`src/rtl/sd_sector_pkg.sv`:
```
// Shared types and bit positions for the SD sector controller.
// No logic: enum, strobe bit indices and ZPU_IN2 field layout only.
package sd_sector_pkg;
    typedef enum logic [1:0] {IDLE, REQ, XFER} state_t;

    localparam int LBA_SEL_BIT  = 0;
    localparam int BLOCK_RD_BIT = 1;
    localparam int BLOCK_WR_BIT = 2;
    localparam int IO_WR_BIT    = 5;
    localparam int DATA_WR_BIT  = 6;
    localparam int DATA_RD_BIT  = 2;

    localparam int IN2_IO_DONE  = 0;
    localparam int IN2_MOUNTED  = 1;
    localparam int IN2_FILENO   = 2;
    localparam int IN2_FILETYPE = 5;
    localparam int IN2_READONLY = 7;
endpackage

```
`src/rtl/sd_sector_ctrl_strobe_edge.sv`:
```
// Edge detector on a DEPTH-stage delayed copy of a strobe; rise/fall are combinational.
// Latency: edge reported DEPTH-1 cycles after first sample; no backpressure.
module strobe_edge #(
    parameter int DEPTH = 1
) (
    input  logic CLK_VIDEO,
    input  logic reset,
    input  logic d,
    output logic rise,
    output logic fall
);
    logic [DEPTH-1:0] dly;
    logic [DEPTH:0]   taps;

    assign taps = {dly, d};

    always_ff @(posedge CLK_VIDEO) begin
        if (reset) dly <= '0;
        else       dly <= taps[DEPTH-1:0];
    end

    assign rise =  taps[DEPTH-1] & ~taps[DEPTH];
    assign fall = ~taps[DEPTH-1] &  taps[DEPTH];
endmodule

```
`src/rtl/sd_sector_ctrl.sv`:
```
// ZPU <-> hps_io SD sector sequencer, sector-buffer arbiter and mount status tracker.
// Latency: block strobes act next cycle, data_wr 2 cycles after rise; no backpressure, HPS owns buffer outside IDLE.
module sd_sector_ctrl
    import sd_sector_pkg::*;
#(
    parameter int BUF_AW = 9,
    parameter int TMO_W  = 24
) (
    input  logic              CLK_VIDEO,
    input  logic              reset,
    input  logic [31:0]       zpu_out2,
    input  logic [31:0]       zpu_out3,
    input  logic [15:0]       zpu_wr,
    input  logic [15:0]       zpu_rd,
    output logic [7:0]        zpu_in2,
    output logic [31:0]       zpu_in3,
    output logic [BUF_AW-1:0] buf_addr,
    output logic              buf_wr,
    input  logic [7:0]        buf_q,
    output logic [31:0]       sd_lba,
    output logic              sd_rd,
    output logic              sd_wr,
    input  logic              sd_ack,
    input  logic              img_mounted,
    input  logic [63:0]       img_size,
    input  logic [7:0]        ioctl_index,
    output logic              err
);
    localparam logic [TMO_W-1:0] TMO_LAST = {{(TMO_W-1){1'b1}}, 1'b0};

    state_t           state;
    logic [TMO_W-1:0] tmo_cnt;
    logic             io_done, mounted, readonly;
    logic [1:0]       filetype;
    logic [2:0]       fileno;
    logic [31:0]      filesize;

    logic lba_sel, io_wr;
    logic wr_rise, rd_fall, brd_rise, bwr_rise, ack_fall, mnt_rise;
    logic unused_wr_fall, unused_rd_rise, unused_brd_fall, unused_bwr_fall;
    logic unused_ack_rise, unused_mnt_fall;

    assign lba_sel = zpu_out2[LBA_SEL_BIT];
    assign io_wr   = zpu_wr[IO_WR_BIT];

    strobe_edge #(.DEPTH(2)) u_data_wr (.CLK_VIDEO(CLK_VIDEO), .reset(reset),
        .d(zpu_wr[DATA_WR_BIT]), .rise(wr_rise), .fall(unused_wr_fall));
    strobe_edge #(.DEPTH(1)) u_data_rd (.CLK_VIDEO(CLK_VIDEO), .reset(reset),
        .d(zpu_rd[DATA_RD_BIT]), .rise(unused_rd_rise), .fall(rd_fall));
    strobe_edge #(.DEPTH(1)) u_block_rd (.CLK_VIDEO(CLK_VIDEO), .reset(reset),
        .d(zpu_out2[BLOCK_RD_BIT]), .rise(brd_rise), .fall(unused_brd_fall));
    strobe_edge #(.DEPTH(1)) u_block_wr (.CLK_VIDEO(CLK_VIDEO), .reset(reset),
        .d(zpu_out2[BLOCK_WR_BIT]), .rise(bwr_rise), .fall(unused_bwr_fall));
    strobe_edge #(.DEPTH(1)) u_ack (.CLK_VIDEO(CLK_VIDEO), .reset(reset),
        .d(sd_ack), .rise(unused_ack_rise), .fall(ack_fall));
    strobe_edge #(.DEPTH(1)) u_mount (.CLK_VIDEO(CLK_VIDEO), .reset(reset),
        .d(img_mounted), .rise(mnt_rise), .fall(unused_mnt_fall));

    // ZPU-side buffer port: writes only while the HPS side is not using the buffer
    always_ff @(posedge CLK_VIDEO) begin
        if (reset) begin
            buf_wr   <= 1'b0;
            buf_addr <= '0;
            sd_lba   <= '0;
        end else begin
            buf_wr <= wr_rise && !lba_sel && (state == IDLE);
            if (wr_rise && lba_sel)
                sd_lba <= zpu_out3;
            if (io_wr)
                buf_addr <= '0;
            else if (buf_wr || rd_fall)
                buf_addr <= buf_addr + 1'b1;
        end
    end

    always_ff @(posedge CLK_VIDEO) begin
        if (reset) begin
            state   <= IDLE;
            tmo_cnt <= '0;
            sd_rd   <= 1'b0;
            sd_wr   <= 1'b0;
            io_done <= 1'b0;
            err     <= 1'b0;
        end else begin
            case (state)
                IDLE: begin
                    tmo_cnt <= '0;
                    if (brd_rise) begin
                        sd_rd   <= 1'b1;
                        io_done <= 1'b0;
                        state   <= REQ;
                    end else if (bwr_rise) begin
                        sd_wr   <= 1'b1;
                        io_done <= 1'b0;
                        state   <= REQ;
                    end
                end
                REQ: begin
                    if (sd_ack) begin
                        sd_rd <= 1'b0;
                        sd_wr <= 1'b0;
                        state <= XFER;
                    end else if (tmo_cnt == TMO_LAST) begin
                        sd_rd   <= 1'b0;
                        sd_wr   <= 1'b0;
                        io_done <= 1'b1;
                        state   <= IDLE;
                    end else begin
                        tmo_cnt <= tmo_cnt + 1'b1;
                    end
                end
                XFER: begin
                    if (ack_fall) begin
                        io_done <= 1'b1;
                        state   <= IDLE;
                    end
                end
                default: state <= IDLE;
            endcase

            if (io_wr)
                err <= 1'b0;
            else if ((state == IDLE && brd_rise && bwr_rise) ||
                     (state != IDLE && (brd_rise || bwr_rise)) ||
                     (state != IDLE && wr_rise && !lba_sel) ||
                     (state == REQ && !sd_ack && tmo_cnt == TMO_LAST))
                err <= 1'b1;
        end
    end

    // Mount tracking runs regardless of any transfer in flight
    always_ff @(posedge CLK_VIDEO) begin
        if (reset) begin
            fileno   <= '0;
            filetype <= '0;
            readonly <= 1'b0;
            filesize <= '0;
            mounted  <= |img_size[31:0];
        end else if (mnt_rise) begin
            fileno   <= '0;
            filetype <= ioctl_index[7:6];
            readonly <= 1'b1;
            filesize <= img_size[31:0];
            mounted  <= ~mounted;
        end
    end

    always_comb begin
        zpu_in2                     = '0;
        zpu_in2[IN2_IO_DONE]        = io_done;
        zpu_in2[IN2_MOUNTED]        = mounted;
        zpu_in2[IN2_FILENO +: 3]    = fileno;
        zpu_in2[IN2_FILETYPE +: 2]  = filetype;
        zpu_in2[IN2_READONLY]       = readonly;
    end

    assign zpu_in3 = lba_sel ? filesize : {24'b0, buf_q};

    logic unused_ok;
    assign unused_ok = &{1'b0, zpu_out2[31:3], zpu_wr[15:7], zpu_wr[4:0], zpu_rd[15:3],
                         zpu_rd[1:0], ioctl_index[5:0], img_size[63:32], unused_wr_fall,
                         unused_rd_rise, unused_brd_fall, unused_bwr_fall, unused_ack_rise,
                         unused_mnt_fall};
endmodule

```
`config.mk`:
```
export PLATFORM = sky130hd
export DESIGN_NAME = sd_sector_ctrl
export DESIGN_NICKNAME = d
export VERILOG_FILES = /design/src/rtl/sd_sector_pkg.sv /design/src/rtl/sd_sector_ctrl_strobe_edge.sv /design/src/rtl/sd_sector_ctrl.sv
export SDC_FILE = /design/constraint.sdc
export NUM_CORES = 1
export LEC_CHECK = 0
export CAP_MARGIN = 20
export CORE_AREA = 4 4 100 102
export DETAILED_ROUTE_END_ITERATION = 6
export DIE_AREA = 0 0 104 106
export DONT_BUFFER_PORTS = 1
export PLACE_DENSITY = 0.82
export SETUP_SLACK_MARGIN = 0.2
export SLEW_MARGIN = 20
export SYNTH_ARGS = -nofsm -noshare
export SYNTH_HDL_FRONTEND = slang
export SYNTH_SLANG_ARGS = --single-unit
```
`constraint.sdc`:
```
create_clock -name CLK_VIDEO -period 2.1 [get_ports CLK_VIDEO]
set_clock_uncertainty 0.1 [all_clocks]
set_input_delay 0.42 -clock CLK_VIDEO [delete_from_list [all_inputs] [get_ports CLK_VIDEO]]
set_output_delay 0.42 -clock CLK_VIDEO [all_outputs]
set_load 0.01 [all_outputs]
```
==> metrics.csv <==
metric,value,unit
cp_slowest_cell,or4_4,
ant_nets,0,
grt_pass1_vias,5131,
num_antenna_cells,0,
use_met1,31.8,%
layout_common_cells,"nand2_1 (158), dfxtp_1 (99), a21oi_1 (92)",
crit_path_max_incr_delay,0.52,ns
synth.mux.area_fraction,2.78,%
multi_input_comb_area,2760,um^2
num_io_pins,265,
worstPathRequired,2.43,ns
min_period,2.10,ns
grt_pass1_wl,26100,um
synthAdderAreaFrac,1.72,%
p_leak,2.77,nW
min-delay-start,sd_ack,
rsz0062_at_grt,yes,
dp_hpwl,8840,um
critPathTopFamily,simple AND/OR/NAND/NOR gates,
synthToLayoutAreaGrowth,37.6,%
cts_made_buffers,17,
nets,905,
cp_max_fo,6,
slew_viol_final,0,
die_y,106,um
min_path_cells,2,
fin_cells,842,
fillers,518,
initial_core_util,55.8,%
clk_latency,0.52,ns
num_rows,35,
ys_warn_count,0,
die_w,104,um
overflow,0,
gp_congestion,0.885,
wl_per_cell,21.7,um
met3_usage,8.93,%
cellPowerDensity,986,nW/um^2
tritoncts_num_sinks,115,
seq_area_frac_synth,45.5,%
path_class,reg -> reg,
maxCapViolations,0,
setup_viol,0,
synth_cell_types,53,
slew_headroom,45.6,%
final_common_cell,nand2_1,
cp-end-kind,flip-flop,
portBuffers,0,
dpl-instance-area,5110,um^2
tightest_slew,0.814,ns
path_clk_slew,0.06,ns
hold_class,in -> reg,
grt_util_met2,50.9,%
drt-total-wl,18300,um
cp-start-kind,flip-flop,
final-seq-area,2350,um^2
synth_top_family_by_area,simple AND/OR/NAND/NOR gates,
hold_violations,0,
run_status,finished with violations,
final_core_util,76.8,%
path_cells,buf_4 -> and4_4 -> and4bb_4 -> a31o_4 -> or4_4 -> a21oi_2,
clock.fmax,476,MHz
worstRegToRegCells,6,
rr_startpoint,tmo_cnt[8]$_SDFFE_PP0P_,
drive_above_1_share,19.2,%
yosysTopAreaCell,dfxtp_1,
vdd_drop_max,0.669,mV
syn_avg_cell_area,8.11,um^2
dieArea,11000,um^2
netlist_area,5080,um^2
grt.busiest_layer,met2,
worstReg2RegEnd,tmo_cnt[22]$_SDFFE_PP0P_,
grt_max_degree,83,
final_area,6990,um^2
r2r_slack,0.0007,ns
grt_usage,29.3,%
htreeDepth,4,
antenna_found_initial,0,
dr_total_vias,5395,
drc_errors,1,
post-place-cells,710,
cts-root-buf,clkbuf_8,
ys_seq_elements,115,
synth_top_area_share,44.9,%
critPathBufInv,1,
clockBufferDepth,2,
via_per_inst,6.41,
arrival,2.43,ns
postSynthCellCount,627,
violations,DRC,
dr.pass1.iters,7,
coreArea,9110,um^2
fin_crit_sh,100,%
worstHoldEndpoint,state[1]$_SDFFE_PP0P_,
synth_area_leaders,"dfxtp_1 (45%), nand2_1 (12%), a21oi_1 (9.7%)",
cts_tree,built,
p_total,0.00689,W
drtIter0Drc,760,
synthXorXnorAreaFrac,1.38,%
synth_compound_area_share,14.8,%
synth-simple-area-share,28.6,%
## worst register-to-register path, stage by stage (launching register included)
cell and delay (ns):
dfxtp_4 0.35, buf_4 0.16, and4_4 0.17, and4bb_4 0.25
a31o_4 0.26, or4_4 0.52, a21oi_2 0.20
## cells in the mapped netlist (all sizes together)
master / number
nand2: 160
dfxtp: 114
a21oi: 99
clkbuf: 34
nor2: 25
and2: 24
nand3: 16
nand4: 13
nor2b: 13
nand2b: 12
nor4: 11
buf: 10
o21ai: 10
mux2: 9
a31oi: 8
inv: 8
ha: 7
xor2: 6
and3: 5
o211ai: 5
a41oi: 4
mux2i: 4
or3: 4
and4: 3
or4: 3
a31o: 2
or2: 2
xnor2: 2
a21o: 1
a32oi: 1
and3b: 1
and4bb: 1
conb: 1
edfxtp: 1
nand3b: 1
nor3: 1
nor4b: 1
o2111a: 1
o211a: 1
o311ai: 1
o31ai: 1
or3b: 1
## worst max path at each step
stage                                        start                        to  slack [ns]  depth (start not counted)
after floorplan            tmo_cnt[0]$_SDFFE_PP0P_  tmo_cnt[20]$_SDFFE_PP0P_        0.21                          8
after global placement     tmo_cnt[4]$_SDFFE_PP0P_  tmo_cnt[20]$_SDFFE_PP0P_        0.12                          5
after detailed placement   tmo_cnt[0]$_SDFFE_PP0P_  tmo_cnt[20]$_SDFFE_PP0P_        0.08                          7
after CTS                  tmo_cnt[0]$_SDFFE_PP0P_  tmo_cnt[20]$_SDFFE_PP0P_        0.20                          7
after global routing      tmo_cnt[14]$_SDFFE_PP0P_  tmo_cnt[22]$_SDFFE_PP0P_      -0.002                          7
final                      tmo_cnt[8]$_SDFFE_PP0P_  tmo_cnt[22]$_SDFFE_PP0P_      0.0007                          6
## flip-flops by register name (all words and copies together), names as in the netlist, 2 cells and up
register and flops:
buf_addr 9, filesize 32, filetype 2, sd_lba 32, state 2, tmo_cnt 24, u_data_wr.dly 2
## metal layers
layer / routed length, um / vias up
li1: - / 2318
met1: 6130 / 2503
met2: 9100 / 435
met3: 1860 / 139
met4: 1160 / 0
met5: 0 / -
## stage by stage
step | setup WS, ns | setup TNS [ns] | hold slack [ns]
3_5_place_dp | 0.0787 | 0 | 0.339
4_1_cts | 0.198 | 0 | 0.00550
2_1_floorplan | 0.211 | 0 | 0.332
6_report | 0.000688 | 0 | 0.0335
5_1_grt | -0.00179 | -0.00179 | 0.0231
3_3_place_gp | 0.123 | 0 | 0.332
## what timing repair did
action | CTS | global route
setup endpoints to repair | 25 | 50
hold buffers | 74 | 0
endpoints found under the hold margin | 84 | 0
gates resized for setup | 34 | 50
pin swaps | 12 | 27
buffers inserted | 11 | 13
gates cloned | 2 | 0
## logic make-up after synthesis
| family | count (synthesis) |
|---|---|
| AND/OR/NAND/NOR | 297 |
| AO/OA/AOI/OAI | 134 |
| flip-flops | 115 |
| buffers and inverters | 52 |
| multiplexers | 13 |
| XOR/XNOR | 8 |
| adder cells (fa/ha/maj) | 7 |
| other | 1 |
## cell type report
| cell class | instances | share of cell area (%) |
|---|---|---|
| sequential | 115 | 33.6 |
| tap | 111 | 1.99 |
| clock inverter | 15 | 3.15 |
| clock buffer | 17 | 5.92 |
| timing repair buffer | 113 | 15.4 |
| inverter | 8 | 0.501 |
| multi-input combinational | 463 | 39.4 |
## power by group
group	total, W	internal [W]	switching (W)
clock	0.00315	0.00197	0.00118
sequential	0.00242	0.00230	0.000127
combinational	0.00132	0.000548	0.000772
No activity file was read; power rests on OpenSTA's default activity.
